### src/rtl/spi_reg_responder.sv
// SPI mode-0 responder for 16-bit {rw, addr[6:0], data[7:0]} frames, oversampled in sys_clk.
// Small read/write register file plus a read-only WHOAMI register.
//
// state | meaning
// IDLE  | waiting for synchronised CS falling edge
// ADDR  | shifting in rw + address byte on rising SCLK
// DATA  | shifting in data byte, shifting out read data on falling SCLK
// DONE  | 16 bits received, further SCLK ignored, commit on CS rising
module spi_reg_responder #(
    parameter int         NUM_REGS     = 8,
    parameter logic [6:0] WHOAMI_ADDR  = 7'h78,
    parameter logic [7:0] WHOAMI_VALUE = 8'hA5
) (
    input  logic       i_clock,
    input  logic       i_reset,
    input  logic       i_sclk,
    input  logic       i_cs_n,
    input  logic       i_mosi,
    output logic       o_miso,
    output logic       o_miso_oe,
    output logic       o_wr_strobe,
    output logic [6:0] o_wr_addr,
    output logic [7:0] o_wr_data,
    output logic       o_frame_done,
    output logic       o_frame_error
);

    localparam int AW = (NUM_REGS > 1) ? $clog2(NUM_REGS) : 1;

    typedef enum logic [1:0] {
        ST_IDLE,
        ST_ADDR,
        ST_DATA,
        ST_DONE
    } state_t;

    state_t state_q, state_d;

    // Synchronisers are left unreset so they track the pins through reset;
    // a frame already underway at reset release then shows no CS falling edge.
    logic [2:0] sclk_sync;
    logic [2:0] cs_sync;
    logic [1:0] mosi_sync;

    always_ff @(posedge i_clock) begin
        sclk_sync <= {sclk_sync[1:0], i_sclk};
        cs_sync   <= {cs_sync[1:0], i_cs_n};
        mosi_sync <= {mosi_sync[0], i_mosi};
    end

    logic sclk_rise, sclk_fall, cs_rise, cs_fall;
    assign sclk_rise = sclk_sync[1] & ~sclk_sync[2];
    assign sclk_fall = ~sclk_sync[1] & sclk_sync[2];
    assign cs_rise   = cs_sync[1] & ~cs_sync[2];
    assign cs_fall   = ~cs_sync[1] & cs_sync[2];

    logic [7:0] regs [NUM_REGS];
    logic [3:0] bit_cnt;
    logic [7:0] shift_in;
    logic [7:0] shift_nxt;
    logic [7:0] miso_sr;
    logic       rw_q;
    logic [6:0] addr_q;
    logic [7:0] rd_data;
    logic       addr_mapped;

    assign shift_nxt   = {shift_in[6:0], mosi_sync[1]};
    assign addr_mapped = int'(addr_q) < NUM_REGS;

    always_comb begin
        rd_data = 8'h00;
        if (int'(shift_nxt[6:0]) < NUM_REGS) begin
            rd_data = regs[shift_nxt[AW-1:0]];
        end else if (shift_nxt[6:0] == WHOAMI_ADDR) begin
            rd_data = WHOAMI_VALUE;
        end
    end

    always_ff @(posedge i_clock) begin
        if (i_reset) begin
            state_q <= ST_IDLE;
        end else begin
            state_q <= state_d;
        end
    end

    always_comb begin
        state_d = state_q;
        case (state_q)
            ST_IDLE: if (cs_fall) state_d = ST_ADDR;
            ST_ADDR: begin
                if (cs_rise)                             state_d = ST_IDLE;
                else if (sclk_rise && bit_cnt == 4'd7)   state_d = ST_DATA;
            end
            ST_DATA: begin
                if (cs_rise)                             state_d = ST_IDLE;
                else if (sclk_rise && bit_cnt == 4'd15)  state_d = ST_DONE;
            end
            ST_DONE: if (cs_rise) state_d = ST_IDLE;
            default: state_d = ST_IDLE;
        endcase
    end

    always_ff @(posedge i_clock) begin
        if (i_reset) begin
            bit_cnt       <= '0;
            shift_in      <= '0;
            miso_sr       <= '0;
            rw_q          <= 1'b0;
            addr_q        <= '0;
            o_miso        <= 1'b0;
            o_miso_oe     <= 1'b0;
            o_wr_strobe   <= 1'b0;
            o_wr_addr     <= '0;
            o_wr_data     <= '0;
            o_frame_done  <= 1'b0;
            o_frame_error <= 1'b0;
            for (int i = 0; i < NUM_REGS; i++) begin
                regs[i] <= 8'h00;
            end
        end else begin
            o_miso_oe     <= ~cs_sync[1];
            o_wr_strobe   <= 1'b0;
            o_frame_done  <= 1'b0;
            o_frame_error <= 1'b0;
            case (state_q)
                ST_IDLE: begin
                    o_miso <= 1'b0;
                    if (cs_fall) begin
                        bit_cnt  <= '0;
                        shift_in <= '0;
                        miso_sr  <= '0;
                    end
                end
                ST_ADDR: begin
                    o_miso <= 1'b0;
                    if (cs_rise) begin
                        o_frame_error <= 1'b1;
                    end else if (sclk_rise) begin
                        shift_in <= shift_nxt;
                        bit_cnt  <= bit_cnt + 4'd1;
                        if (bit_cnt == 4'd7) begin
                            rw_q    <= shift_nxt[7];
                            addr_q  <= shift_nxt[6:0];
                            miso_sr <= shift_nxt[7] ? rd_data : 8'h00;
                        end
                    end
                end
                ST_DATA: begin
                    if (cs_rise) begin
                        o_frame_error <= 1'b1;
                        o_miso        <= 1'b0;
                    end else if (sclk_fall) begin
                        o_miso  <= miso_sr[7];
                        miso_sr <= {miso_sr[6:0], 1'b0};
                    end else if (sclk_rise) begin
                        shift_in <= shift_nxt;
                        bit_cnt  <= bit_cnt + 4'd1;
                        if (bit_cnt == 4'd15) begin
                            o_miso <= 1'b0;
                        end
                    end
                end
                ST_DONE: begin
                    o_miso <= 1'b0;
                    if (cs_rise) begin
                        o_frame_done <= 1'b1;
                        if (!rw_q && addr_mapped) begin
                            regs[addr_q[AW-1:0]] <= shift_in;
                            o_wr_strobe          <= 1'b1;
                            o_wr_addr            <= addr_q;
                            o_wr_data            <= shift_in;
                        end
                    end
                end
                default: o_miso <= 1'b0;
            endcase
        end
    end

endmodule

### config.mk
export PLATFORM = sky130hd
export DESIGN_NAME = spi_reg_responder
export DESIGN_NICKNAME = d
export VERILOG_FILES = /design/src/rtl/spi_reg_responder.sv
export SDC_FILE = /design/constraint.sdc
export NUM_CORES = 1
export LEC_CHECK = 0
export CORE_MARGIN = 3
export CORE_UTILIZATION = 60
export CTS_BUF_LIST = sky130_fd_sc_hd__clkbuf_4 sky130_fd_sc_hd__clkbuf_8
export CTS_CLUSTER_DIAMETER = 100
export DETAILED_ROUTE_END_ITERATION = 8
export PLACE_DENSITY = 0.79
export SYNTH_ARGS = -nofsm -noshare
export SYNTH_HDL_FRONTEND = slang
export SYNTH_SLANG_ARGS = --single-unit
### constraint.sdc
create_clock -name i_clock -period 2.8 [get_ports i_clock]
set_input_delay 0.42 -clock i_clock [delete_from_list [all_inputs] [get_ports i_clock]]
set_output_delay 0.42 -clock i_clock [all_outputs]
set_load 0.03 [all_outputs]
==> results.py, run 1 <==
metrics = {
    "sta": {
        "worst_pin_slew_ps": 701,
        "fin_crit_sh_pct": 86.3,
        "slew_headroom_pct": 52.8,
        "drv_slew": 0,
        "setup_violations": 0,
        "rsz0062_at_grt": "no",
        "hold_viol": 0,
        "timing.setup.tns_ps": 0,
        "fmax_mhz": 414,
        "clock_skew_ps": 15.3,
        "min_period_ps": 2420,
    },
    "finish": {
        "syn_to_final_growth_pct": 14.7,
        "num_antenna_cells": 0,
        "fin_cells": 617,
        "fin_nets": 514,
        "layout-drive-gt1-share_pct": 14.6,
    },
    "pwr": {
        "p_leak_nw": 2.38,
        "power.density_nw_per_um2": 727,
        "vdd_drop_max_mv": 0.478,
    },
    "placement": {
        "dp_hpwl_um": 7660,
        "numPortBuffers": 24,
        "post-place-cells": 585,
        "globalplace.congestion": 0.852,
    },
    "global_routing": {
        "overflow": 0,
        "grt_pass1_vias": 3686,
        "grt_pass1_wl_um": 19100,
        "grt_max_degree": 48,
        "grt_use_total_pct": 24.7,
        "antenna_found_initial": 0,
    },
    "die": {
        "initial_core_util_pct": 63.5,
        "core_area_um2": 8460,
        "num_io_pins": 25,
        "row_count": 33,
        "die_h_um": 101,
        "dieArea_um2": 10100,
        "die_w_um": 101,
    },
    "drt": {
        "via_per_inst": 5.96,
        "num_vias": 3676,
        "routed_wl_um": 11800,
        "wl_per_cell_um": 19.1,
        "drc": 0,
        "drt_iter0_drc": 251,
        "dr.pass1.iters": 5,
        "antenna_left": 0,
    },
    "clocking": {
        "htree_levels": 4,
        "cts_buffer_depth": 2,
        "cts-hold-fix-buffers": 0,
        "post_cts_buffers": 0,
        "cts_tree": "done",
        "cts-root-buf": "clkbuf_8",
        "ctsResizeCount": 0,
        "cts.clk_slew.worst_paths_ps": 70,
        "numCtsBuffers": 17,
        "clock-sinks": 122,
        "clk_latency_ps": 420,
    },
    "setup_path": {
        "crit_type": "flop to flop",
        "r2r_slack_ps": 380,
        "cp.arrival_ps": 2750,
        "critPathCaptureType": "flop",
        "rr_endpoint": "miso_sr[4]$_SDFFE_PP0P_",
        "startpoint": "state_q[0]$_SDFFE_PP0P_",
        "startpoint_type": "flop",
        "r2r-start": "state_q[0]$_SDFFE_PP0P_",
        "cp_data_required_time_ps": 3140,
        "crit_fanout": 14,
        "reg2reg_depth": 7,
    },
    "job": {
        "drv_cap": 0,
    },
    "synth": {
        "yosysSeqAreaShare_pct": 57.3,
        "synth-edff-count": 64,
        "async_reset_ff_share_pct": 0,
        "syn_area_per_cell_um2": 11.5,
        "yosys.cell_count.top_type": "edfxtp_1",
        "yosysWarnings": 0,
        "ys.flop_type": "edfxtp_1",
        "ys_ff_latch": 122,
        "netlist_top_cells_count": "edfxtp_1 (64), and2_1 (62), dfxtp_1 (58), nand2_1 (35), a21oi_1 (30)",
        "yosysUniqueCellTypes": 47,
        "netlist_area_um2": 5380,
        "synthTopCellsByArea": "edfxtp_1 (36%), dfxtp_1 (22%), and2_1 (7.2%), mux2i_1 (5.4%), mux4_2 (4.6%)",
        "synthCells": 468,
        "synth_nets": 483,
        "synth_top_area_share_pct": 35.7,
        "synth_top_area_cell": "edfxtp_1",
    },
    "min_path": {
        "min_from": "mosi_sync[0]$_DFF_P_",
        "holdPathEnd": "mosi_sync[1]$_DFF_P_",
        "hp-class": "flop to flop",
        "hold_path_depth": 0,
    },
    "outcome": {
        "status": "finished clean",
    },
}
-- cells in the final DEF, fill, tap and decap left out, types with 15 or more instances in the layout --
cell | synthesis | final
edfxtp_1 | 64 | 64
and2_1 | 62 | 62
dfxtp_1 | 58 | 58
nand2_1 | 35 | 35
a21oi_1 | 30 | 30
mux2i_1 | 29 | 29
nor2_1 | 26 | 26
clkdlybuf4s50_1 | 0 | 23
clkbuf_8 | 0 | 18
buf_4 | 1 | 16
nor3_1 | 15 | 15
-- power by group --
part / switching [W] / internal [W] / total (W)
clock network: 0.000747 / 0.000837 / 0.00158
registers: 0.0000493 / 0.00194 / 0.00199
logic: 0.000566 / 0.000345 / 0.000911
total: 0.00136 / 0.00312 / 0.00449
-- metrics by stage --
step,hold WS [ps],worst slack [ps],instance area [um2],power (W),utilization [%]
after floorplan,310,774,5380,0.00274,-
final,332,384,6170,0.00449,72.9
after global routing,338,183,6170,0.00466,72.9
after detailed placement,313,424,5760,0.00293,68.0
after global placement,311,550,5760,0.00289,68.0
after CTS,333,383,6170,0.00450,72.9
-- worst max-delay path, cell delays in order (launching register included) --
cell and delay, ps:
dfxtp_1 390, inv_1 130, ha_1 400, nor2_4 230, a2bb2oi_4 310, nand3_2 300
nand4bb_1 370, o22ai_1 190
-- per-layer routing --
metal / vias up / global-route usage [%] / part of all wire (%)
met5: - / 0 / 0
met3: 23 / 7.34 / 6.6
li1: 1756 / - / -
met2: 106 / 39.9 / 48
met4: 0 / 8.08 / 2.0
met1: 1791 / 32.1 / 43
-- final cells by class --
class | count | area (um2)
flip-flops and latches | 122 | 3080
fillers | 549 | 2300
multi-input cells | 308 | 2140
repair buffers | 41 | 375
clock buffers | 18 | 248
clock inverters | 14 | 160
well taps | 105 | 131
inverters | 9 | 33.8
-- flip-flops by register name (all words and copies together), names as in the netlist --
signal and cells:
addr_q 7, bit_cnt 4, cs_sync 3, miso_sr 8, mosi_sync 2, o_frame_done 1
o_frame_error 1, o_miso 1, o_miso_oe 1, o_wr_addr 7, o_wr_data 8, o_wr_strobe 1
regs 64, rw_q 1, sclk_sync 3, shift_in 8, state_q 2
-- logic make-up after synthesis --
group	after synthesis	share of synthesized area (%)
buffers and inverters	38	2.95
AOI/OAI and AO/OA	56	6.58
muxes	41	10.2
DFF	122	57.3
adders and majority gates	10	2.33
and+or+nand+nor	201	20.6
-- how the worst max path moves through the flow --
stage | endpoint | cells past startpoint
4_1_cts | miso_sr[4]$_SDFFE_PP0P_ | 7
6_report | miso_sr[4]$_SDFFE_PP0P_ | 7
3_5_place_dp | bit_cnt[3]$_SDFFE_PP0P_ | 7
5_1_grt | miso_sr[4]$_SDFFE_PP0P_ | 7
3_3_place_gp | bit_cnt[3]$_SDFFE_PP0P_ | 7
2_1_floorplan | bit_cnt[3]$_SDFFE_PP0P_ | 7
(Power assumes the default switching activity.)
==> inputs of run 2 (changes only) <==
- RECOVER_POWER: not set -> 100
==> results.py, run 2 (synthesis results as in run 1) <==
metrics = {
    "outcome": {
        "status": "finished, violations left",
        "failed_checks": "max-capacitance violations, max-slew violations",
    },
    "placement": {
        "numPortBuffers": 24,
        "dp_hpwl_um": 7660,
        "globalplace.congestion": 0.852,
        "dpl-instance-area_um2": 5760,
    },
    "clocking": {
        "numCtsBuffers": 17,
        "cts_buffer_depth": 2,
        "cts-root-buf": "clkbuf_8",
        "clk_latency_ps": 420,
        "cts.clk_slew.worst_paths_ps": 70,
        "cts-hold-fix-buffers": 0,
        "htree_levels": 4,
        "cts_tree": "done",
        "clock-sinks": 122,
        "ctsResizeCount": 0,
        "post_cts_buffers": 0,
    },
    "setup_path": {
        "cpPeakStageDelay_ps": 530,
        "startpoint_type": "flop",
        "critPathCaptureType": "flop",
        "crit_type": "flop to flop",
        "cp_data_required_time_ps": 3130,
        "crit_fanout": 14,
        "slowest_stage": "or4_1",
        "path_cells": "inv_1 -> ha_1 -> nor2_4 -> a2bb2oi_4 -> o211ai_1 -> or4_1 -> a21oi_1",
        "r2r-start": "state_q[0]$_SDFFE_PP0P_",
        "cp.arrival_ps": 2820,
        "startpoint": "state_q[0]$_SDFFE_PP0P_",
    },
    "global_routing": {
        "antenna_found_initial": 0,
        "grt_use_total_pct": 24.7,
        "overflow": 0,
        "grt_pass1_wl_um": 19100,
        "grt_max_degree": 48,
        "grt_pass1_vias": 3686,
    },
    "sta": {
        "drv_slew": 48,
        "setup_violations": 0,
        "hold_viol": 0,
        "worst_pin_slew_ps": 1950,
        "fin_crit_sh_pct": 89.1,
        "timing.setup.tns_ps": 0,
        "rsz0062_at_grt": "no",
        "min_period_ps": 2490,
        "clock_skew_ps": 14.7,
        "slew_headroom_pct": -29.8,
        "fmax_mhz": 401,
    },
    "finish": {
        "fin_nets": 514,
        "num_antenna_cells": 0,
        "largest_reg_flops": 64,
        "layout-drive-gt1-share_pct": 11.9,
        "mostFrequentLayoutCell": "edfxtp_1",
        "top_register": "regs",
        "final_cell_mix": "edfxtp_1 (64), dfxtp_1 (58), nand2_1 (35), and2_0 (32)",
        "fill_cells": 560,
        "seq_area_um2": 3080,
        "stdcell_area_um2": 6120,
        "syn_to_final_growth_pct": 13.8,
        "multi_input_area_um2": 2130,
    },
    "pwr": {
        "vdd_drop_max_mv": 0.481,
        "power.density_nw_per_um2": 730,
        "p_leak_nw": 2.37,
        "power_w": 0.00447,
    },
    "die": {
        "core_area_um2": 8460,
        "num_io_pins": 25,
        "initial_core_util_pct": 63.5,
        "die_w_um": 101,
        "dieArea_um2": 10100,
        "row_count": 33,
        "die_h_um": 101,
    },
    "drt": {
        "dr.pass1.iters": 5,
        "via_per_inst": 6.04,
        "drc": 0,
        "antenna_left": 0,
        "wl_per_cell_um": 19.1,
        "routed_wl_um": 11800,
        "drt_iter0_drc": 298,
        "num_vias": 3728,
    },
    "min_path": {
        "min_from": "mosi_sync[0]$_DFF_P_",
        "hp-class": "flop to flop",
    },
    "job": {
        "drv_cap": 1,
    },
}
-- run 2: cell count changes in the layout (fill, tap and decap cells not counted), sizes merged --
cell,change
clkdlybuf4s50,-23
dlygate4sd3,+23
buf,-11
clkbuf,+11
-- run 2: power breakdown --
part           switching, W  total (W)  internal [W]
Sequential        0.0000490    0.00199       0.00194
Combinational      0.000561   0.000888      0.000327
Clock              0.000755    0.00159      0.000837
Total               0.00136    0.00447       0.00311
-- run 2: area by class of cell --
class / count / share of cell area, %
Tap cell: 105 / 2.15
Clock inverter: 14 / 2.62
Multi-Input combinational cell: 308 / 34.8
Inverter: 9 / 0.552
Timing Repair Buffer: 41 / 5.46
Sequential cell: 122 / 50.4
Clock buffer: 18 / 4.05
-- run 2: path summary, 6_finish.rpt --
| check | end | slack (ps) | cells after the start |
|---|---|---|---|
| max | bit_cnt[3]$_SDFFE_PP0P_ | 310 | 7 |
| min | mosi_sync[1]$_DFF_P_ | 330 | 0 |
| max reg2reg | bit_cnt[3]$_SDFFE_PP0P_ | 310 | 7 |
| min reg2reg | mosi_sync[1]$_DFF_P_ | 330 | 0 |
-- run 2: worst max-delay path, delay by kind of cell (launching register included) --
| family | cells | cell delay, ps |
|---|---|---|
| and+or+nand+nor | 2 | 760 |
| AOI/OAI and AO/OA | 3 | 730 |
| adders and majority gates | 1 | 400 |
| DFF | 1 | 390 |
| buffers and inverters | 1 | 140 |
-- run 2: layer usage --
layer	track usage [%]	wire, um
met5	0	0
met4	8.08	257
met3	7.34	845
met2	39.9	5750
met1	32.1	4910
-- run 2: per-stage QoR --
| step | cells | util, % | setup slack, ps | hold slack, ps |
|---|---|---|---|---|
| floorplan | 468 | - | 774 | 310 |
| global placement | 585 | 68.0 | 550 | 311 |
| detailed placement | 585 | 68.0 | 424 | 313 |
| CTS | 617 | 72.9 | 383 | 333 |
| global route | 617 | 72.3 | 142 | 338 |
| finish | 617 | 72.3 | 305 | 332 |
==> inputs of run 3 (changes only) <==
- ABC_AREA: not set -> 0
- clock period: 2.8 -> 3.03 ns (I/O delays scaled with it)
==> results.py, run 3 (synthesis results as in run 1) <==
metrics = {
    "clocking": {
        "clk_latency_ps": 440,
        "cts_tree": "done",
        "cts-root-buf": "clkbuf_8",
        "clock-sinks": 122,
        "ctsResizeCount": 0,
        "cts.clk_slew.worst_paths_ps": 70,
        "numCtsBuffers": 17,
        "htree_levels": 4,
        "cts_buffer_depth": 2,
        "post_cts_buffers": 0,
        "cts-hold-fix-buffers": 0,
    },
    "sta": {
        "fmax_mhz": 373,
        "setup_violations": 0,
        "worst_pin_slew_ps": 2200,
        "clock_skew_ps": 17.8,
        "slew_headroom_pct": -46.8,
        "drv_slew": 54,
        "hold_viol": 0,
        "fin_crit_sh_pct": 88.4,
        "timing.setup.tns_ps": 0,
        "min_period_ps": 2680,
        "rsz0062_at_grt": "no",
    },
    "outcome": {
        "failed_checks": "max-capacitance violations, max-slew violations",
        "status": "finished, violations left",
    },
    "setup_path": {
        "cp_data_required_time_ps": 3110,
        "critPathCaptureType": "flop",
        "startpoint_type": "flop",
        "cp.arrival_ps": 2760,
        "r2r_slack_ps": 350,
        "crit_type": "flop to flop",
        "crit_fanout": 12,
    },
    "pwr": {
        "power.density_nw_per_um2": 695,
        "seq_power_share_pct": 43.7,
        "swShare_pct": 29.2,
        "p_int_w": 0.00301,
        "switching_power_w": 0.00124,
        "p_leak_nw": 2.36,
        "combPwrFrac_pct": 18.9,
        "vdd_drop_max_mv": 0.364,
        "p_clk_share_pct": 37.4,
    },
    "finish": {
        "mostFrequentLayoutCell": "edfxtp_1",
        "seq_area_um2": 3080,
        "fill_cells": 586,
        "stdcell_area_um2": 6120,
        "fin_cells": 611,
        "syn_to_final_growth_pct": 13.7,
        "num_antenna_cells": 0,
        "top_register": "regs",
        "largest_reg_flops": 64,
        "final_cell_mix": "edfxtp_1 (64), dfxtp_1 (58), and2_0 (44), nand2_1 (35), a21oi_1 (30)",
        "multi_input_area_um2": 2140,
        "layout-drive-gt1-share_pct": 12.1,
        "fin_nets": 509,
    },
    "drt": {
        "drt_iter0_drc": 218,
        "num_vias": 3633,
        "dr.pass1.iters": 4,
        "antenna_left": 0,
        "via_per_inst": 5.95,
        "routed_wl_um": 11500,
        "drc": 0,
        "wl_per_cell_um": 18.8,
    },
    "placement": {
        "globalplace.congestion": 0.812,
        "dpl-instance-area_um2": 5710,
        "post-place-cells": 580,
        "numPortBuffers": 24,
        "dp_hpwl_um": 7280,
    },
    "die": {
        "die_h_um": 101,
        "dieArea_um2": 10100,
        "num_io_pins": 25,
        "core_area_um2": 8460,
        "row_count": 33,
        "die_w_um": 101,
        "initial_core_util_pct": 63.5,
    },
    "min_path": {
        "hp-class": "flop to flop",
    },
    "global_routing": {
        "antenna_found_initial": 0,
        "grt_pass1_vias": 3676,
        "grt_use_total_pct": 24.6,
        "grt_pass1_wl_um": 18800,
        "overflow": 0,
        "grt_max_degree": 54,
    },
    "job": {
        "drv_cap": 1,
    },
}
run 3: cell types whose count changed in the layout (fill, tap and decap cells not counted), sizes merged:
cell,delta
inv,-3
bufinv,+2
buf,-1
clkbuf,-4
clkinvlp,-1
clkinv,+1
run 3: final cells by class:
class | count | area share (%)
timing repair buffer | 36 | 4.89
clock buffer | 18 | 3.95
inverter | 9 | 0.552
tap | 105 | 2.15
multi-input combinational | 308 | 34.9
sequential | 122 | 50.4
clock inverter | 13 | 3.13
run 3: final timing paths:
| path | startpoint | cells past startpoint | end |
|---|---|---|---|
| setup / recovery | state_q[1]$_SDFFE_PP0P_ | 6 | regs[7][1]$_SDFFCE_PN0P_ |
| hold / removal | mosi_sync[0]$_DFF_P_ | 0 | mosi_sync[1]$_DFF_P_ |
| hold reg to reg | mosi_sync[0]$_DFF_P_ | 0 | mosi_sync[1]$_DFF_P_ |
| setup reg to reg | state_q[1]$_SDFFE_PP0P_ | 6 | regs[7][1]$_SDFFCE_PN0P_ |
run 3: power groups by stage:
stage	clock, W	sequential [W]	combinational [W]
floorplan	0	0.00186	0.000665
CTS	0.00160	0.00186	0.000796
global route	0.00167	0.00187	0.000877
detailed placement	0	0.00189	0.000787
finish	0.00159	0.00186	0.000804
global placement	0	0.00189	0.000760
run 3: per-stage QoR:
step / power [W] / util, % / hold WS, ps / setup WS [ps]
finish: 0.00425 / 72.3 / 333 / 350
CTS: 0.00425 / 72.6 / 338 / 498
global placement: 0.00265 / 67.5 / 311 / 640
detailed placement: 0.00268 / 67.5 / 316 / 533
global route: 0.00441 / 72.3 / 340 / 166
floorplan: 0.00253 / - / 310 / 1000
run 3: layer usage:
layer  wire length, um  part of all wire (%)  vias up  track usage, %
met5                 0                     0        -               0
met4               279                   2.4        0            12.0
met3               848                   7.4       25            6.57
met2              5500                    48      137            37.8
met1              4860                    42     1736            32.6
li1                  -                     -     1735               -
run 3: worst max-delay path: stages (launching register included):
cell     delay, ps
dfxtp_1        450
ha_1           310
and4b_1        240
buf_4          190
nand2_1        240
nor2_1         400
or2_0          500
